File: config.mk
export PLATFORM = sky130hd
export DESIGN_NAME = srt_div_sched
export DESIGN_NICKNAME = d
export VERILOG_FILES = /design/src/rtl/srt_div_sched.sv
export SDC_FILE = /design/constraint.sdc
export NUM_CORES = 1
export LEC_CHECK = 0
export BUFFER_PORTS_ARGS = -buffer_cell sky130_fd_sc_hd__buf_4
export CAP_MARGIN = 10
export CORE_MARGIN = 1.5
export CORE_UTILIZATION = 40
export DETAILED_ROUTE_END_ITERATION = 7
export HOLD_SLACK_MARGIN = 0.08
export PLACE_DENSITY = 0.72
export SYNTH_ARGS = -nofsm -noshare
export SYNTH_HDL_FRONTEND = slang
export SYNTH_SLANG_ARGS = --single-unit
File: constraint.sdc
create_clock -name clk -period 4.3 [get_ports clk]
set_input_delay 1.29 -clock clk [delete_from_list [all_inputs] [get_ports clk]]
set_output_delay 1.29 -clock clk [all_outputs]
set_load 0.02 [all_outputs]
File: src/rtl/srt_div_sched.sv
// srt_div_sched -- round-robin scheduler in front of a single radix-4 SRT divider.
//
// Accepts divide requests from NREQ requesters and grants one at a time. For a
// granted request it clears the divider, pulses its start input and waits for
// done (bounded by TIMEOUT cycles). It then holds the quotient, remainder and
// requester ID on the response port until the consumer takes them.
//
// Ports
//   clk, reset                 clock; synchronous active-high reset
//   req_valid/req_ready        per-requester handshake, ready is one-hot and only in IDLE
//   req_n / req_d              packed dividends (8b each) / divisors (6b each)
//   resp_valid/resp_ready      result handshake
//   resp_id/q/r/err            requester index, quotient, remainder, error flag
//   div_resetn/div_enable      divider clear (active-low) / start pulse
//   div_n / div_d              operands latched at grant, held until next grant
//   div_done/div_q/div_r       divider completion and result (valid with done)
module srt_div_sched #(
    parameter int NREQ    = 4,
    parameter int IDW     = 2,
    parameter int TIMEOUT = 16
) (
    input  logic              clk,
    input  logic              reset,
    input  logic [NREQ-1:0]   req_valid,
    input  logic [8*NREQ-1:0] req_n,
    input  logic [6*NREQ-1:0] req_d,
    output logic [NREQ-1:0]   req_ready,
    output logic              resp_valid,
    input  logic              resp_ready,
    output logic [IDW-1:0]    resp_id,
    output logic [9:0]        resp_q,
    output logic [7:0]        resp_r,
    output logic              resp_err,
    output logic              div_resetn,
    output logic              div_enable,
    output logic [7:0]        div_n,
    output logic [5:0]        div_d,
    input  logic              div_done,
    input  logic [9:0]        div_q,
    input  logic [7:0]        div_r
);

    localparam int CW = $clog2(TIMEOUT + 1);

    typedef enum logic [2:0] {IDLE, CLR, START, WAIT, RESP} state_t;

    state_t         state, state_nxt;
    logic [IDW-1:0] rr_ptr;
    logic [CW-1:0]  tmo_cnt;
    logic           tmo_hit;

    logic [NREQ-1:0] cand;
    logic            win_found;
    logic [IDW-1:0]  win_id;
    logic [7:0]      win_n;
    logic [5:0]      win_d;
    logic            accept;

    // The divider only produces meaningful digits for a normalized divisor
    // (leading 01) or for exactly 100000.
    function automatic logic d_legal(input logic [5:0] d);
        return (d[5:4] == 2'b01) || (d == 6'b100000);
    endfunction

    // Round-robin pick: first pass looks at indices at/above rr_ptr, second
    // pass wraps to the indices below it.
    always_comb begin
        win_found = 1'b0;
        win_id    = '0;
        win_n     = '0;
        win_d     = '0;
        cand      = '0;
        for (int pass = 0; pass < 2; pass++) begin
            for (int j = 0; j < NREQ; j++) begin
                if (!win_found && req_valid[j] &&
                    ((pass == 0) == (j >= int'(rr_ptr)))) begin
                    win_found = 1'b1;
                    win_id    = IDW'(j);
                    win_n     = req_n[8*j +: 8];
                    win_d     = req_d[6*j +: 6];
                    cand[j]   = 1'b1;
                end
            end
        end
    end

    assign tmo_hit = (tmo_cnt == CW'(TIMEOUT - 1));

    // State register
    always_ff @(posedge clk) begin
        if (reset) state <= IDLE;
        else       state <= state_nxt;
    end

    // Next-state logic
    always_comb begin
        state_nxt = state;
        case (state)
            IDLE:    if (accept) state_nxt = d_legal(win_d) ? CLR : RESP;
            CLR:     state_nxt = START;
            START:   state_nxt = WAIT;
            WAIT:    if (div_done || tmo_hit) state_nxt = RESP;
            RESP:    if (resp_ready) state_nxt = IDLE;
            default: state_nxt = IDLE;
        endcase
    end

    // Output logic; grants are suppressed while reset is asserted so nothing
    // is accepted on a reset edge.
    always_comb begin
        req_ready  = (state == IDLE && !reset) ? cand : '0;
        resp_valid = (state == RESP);
    end

    assign accept = |req_ready;

    // Operand, response and divider-control registers
    always_ff @(posedge clk) begin
        if (reset) begin
            rr_ptr     <= '0;
            tmo_cnt    <= '0;
            resp_id    <= '0;
            resp_q     <= '0;
            resp_r     <= '0;
            resp_err   <= 1'b0;
            div_resetn <= 1'b0;
            div_enable <= 1'b0;
            div_n      <= '0;
            div_d      <= '0;
        end else begin
            // Divider controls are registered off the next state so they line
            // up exactly with the CLR and START cycles.
            div_resetn <= (state_nxt != CLR);
            div_enable <= (state_nxt == START);
            case (state)
                IDLE: begin
                    if (accept) begin
                        rr_ptr  <= (win_id == IDW'(NREQ - 1)) ? '0 : win_id + IDW'(1);
                        resp_id <= win_id;
                        div_n   <= win_n;
                        div_d   <= win_d;
                        if (!d_legal(win_d)) begin
                            resp_q   <= '0;
                            resp_r   <= '0;
                            resp_err <= 1'b1;
                        end
                    end
                end
                START: tmo_cnt <= '0;
                WAIT: begin
                    // done wins over a timeout landing on the same cycle
                    if (div_done) begin
                        resp_q   <= div_q;
                        resp_r   <= div_r;
                        resp_err <= 1'b0;
                    end else if (tmo_hit) begin
                        resp_q   <= '0;
                        resp_r   <= '0;
                        resp_err <= 1'b1;
                    end else begin
                        tmo_cnt <= tmo_cnt + CW'(1);
                    end
                end
                default: ;
            endcase
        end
    end

endmodule
==> impl_metrics.ini <==
[layout]
fin_util = 0.5700
final_cell_mix = buf_4 (129), dfxtp_1 (47), nor2_1 (35), nand3_1 (29), o21ai_0 (24)
final_area_sq_um = 3851
drive_above_1_share = 0.3436
antenna_cells = 0
area.growth.synth_to_final_pct = 38.65
fill_cells = 635
final_common_cell = buf_4
final_nets = 537

[grt]
grt_max_degree = 50
grt_first_pass_wirelength_um = 13970
grt_usage = 0.2299
grt_pass1_vias = 2912
grt.overflow.total = 0
antenna_found_initial = 0

[route]
drt_iter0_drc = 228
avgRoutedWirePerCell_um = 16.12
drt_pass1_iterations = 5
via_per_inst = 6.011
antenna_left = 0
vias = 3210
drc = 0
drt-total-wl_um = 8610

[timing]
fmax_mhz = 248.7
worstMarginPinSlew_ns = 0.9742
slew_headroom = 0.3498
fin_crit_sh = 0.9353
min_period_ns = 4.022
clock_skew_ns = 0.005338
hold_viol_final = 0
setup-tns-final_ns = 0
setup_viol = 0
slew_viol_final = 0
rsz0062_at_grt = no

[flow_run]
maxCapViolations = 0

[die]
die_area_sq_um = 7453
initial_utilization = 0.4111
die_h_um = 86.33
die_x_um = 86.33
rows = 30
core_area_sq_um = 6756
ios = 124

[clock_tree]
numCtsBuffers = 5
cts_buffer_depth = 2
clk_latency_ns = 0.30
clk_pin_slew_ns = 0.09
hold_buffers = 0
cts_tree = yes
cts_resized = 0
post-cts-setup-buffer-count = 0
root_buffer = clkbuf_8
clock-sinks = 47
cts_max_level = 2

[place]
io_buffers = 123
place_area_sq_um = 3711
place_congestion = 0.9067
dpl.hpwl_um = 6352

[synth]
syn_avg_cell_area_sq_um = 7.959
ys_seq_elements = 47
synth.distinct_cells = 58
synth_area_sq_um = 2778
syn-num-nets = 433
yosysWarnings = 0
synth_async_sr_flop_share = 0
synth-main-ff-cell = dfxtp_1
ys_seq_area_frac = 0.3387
syn_inst = 349
synth_edf_count = 0

[critical_path]
worstPathRequired_ns = 3.01
worstSetupEndpointType = output pin
path_cells = buf_4 -> nor2_1 -> a22oi_1 -> nor2_1 -> nor2_1 -> nor2_1 -> buf_4
cp.arrival_ns = 2.73
cp_common_cell = nor2_1
crit_slowest_cell = nor2_1
r2r-start = rr_ptr[1]
critPathKind = input pin to output pin
startpoint_type = input pin
critPathMaxFanout = 15
slowest_delay_ns = 0.35
crit_start = req_valid[1]

[power_and_ir_drop]
peakVddDrop_mv = 0.1506
powerDensity_nw_per_um2 = 342.5
power.leakage_uw = 0.001620

[hold_path]
holdCritStartpoint = tmo_cnt[3]
hold_path_class = flip-flop to flip-flop

[run_status]
status = completed
## stage by stage
stage	hold slack (ns)	instances	total power [uW]	setup WS (ns)
3_5_place_dp	0.4603	526	935.8	0.1853
3_3_place_gp	0.4488	526	933.4	0.2444
5_1_grt	0.4969	534	1390	0.1945
4_1_cts	0.4752	534	1328	0.3450
2_1_floorplan	0.4362	349	764.7	0.2306
6_report	0.4684	534	1319	0.2784
## where the power goes
group | switching (uW) | internal [uW] | leakage [uW] | total (uW)
sequential | 29.4 | 472 | 0.000383 | 502
clock | 155 | 236 | 0.0000703 | 391
combinational | 244 | 182 | 0.00117 | 426
total | 429 | 890 | 0.00162 | 1320
## per-layer routing
metal  track usage  vias to the layer above  routed length [um]
met5             0                        -                   0
li1              -                     1552                   -
met3       0.04476                        8                 710
met1        0.3086                     1486                3782
met4       0.05279                        0                  87
met2        0.3821                      164                4030
## cell usage after synthesis, types with 5 or more instances
cell type,number,share of area
clkbuf_1,21,0.028
a21oi_1,19,0.034
a221oi_1,8,0.025
a222oi_1,6,0.022
dfxtp_1,47,0.34
and3_1,5,0.011
a22oi_1,10,0.027
nand3_1,29,0.052
nand2b_1,5,0.011
inv_1,6,0.0081
nor2_1,35,0.047
a32oi_1,18,0.057
o21ai_2,10,0.032
nand2_1,19,0.026
a31oi_1,10,0.023
o21ai_0,24,0.043
buf_2,5,0.0090
## path summary, 6_finish.rpt
check | end | slack, ns | cells past startpoint
hold / removal | tmo_cnt[3] | 0.47 | 2
setup reg to reg | resp_r[0] | 1.11 | 7
setup / recovery | req_ready[0] | 0.28 | 7
hold reg to reg | tmo_cnt[3] | 0.47 | 2
## worst max-delay path: cells and delay by family
family	cells	cell delay, ns
buffers and inverters	2	0.34
AO/OA/AOI/OAI	1	0.16
AND/OR/NAND/NOR	4	0.93
## flip-flops by register name, summed over array words and instances (netlist names)
| register | flops |
|---|---|
| resp_q | 10 |
| div_n | 8 |
| resp_r | 8 |
| div_d | 6 |
| tmo_cnt | 5 |
| state | 3 |
| resp_id | 2 |
| rr_ptr | 2 |
| div_enable | 1 |
| div_resetn | 1 |
| resp_err | 1 |
## final cells by class
class	count	area, sq um	area share
Inverter	6	22.52	0.005848
Timing Repair Buffer	129	968.4	0.2515
Clock inverter	3	71.32	0.01852
Sequential cell	47	940.9	0.2443
Tap cell	80	100.1	0.02599
Multi-Input combinational cell	264	1679	0.4360
Clock buffer	5	68.82	0.01787
## cells by family after synthesis
family	share of synthesized area
AOI/OAI and AO/OA	0.3500
adders and majority gates	0.009008
buffers and inverters	0.05811
DFF	0.3387
muxes	0.007658
and+or+nand+nor	0.2365
No activity file was read; power rests on OpenSTA's default activity.
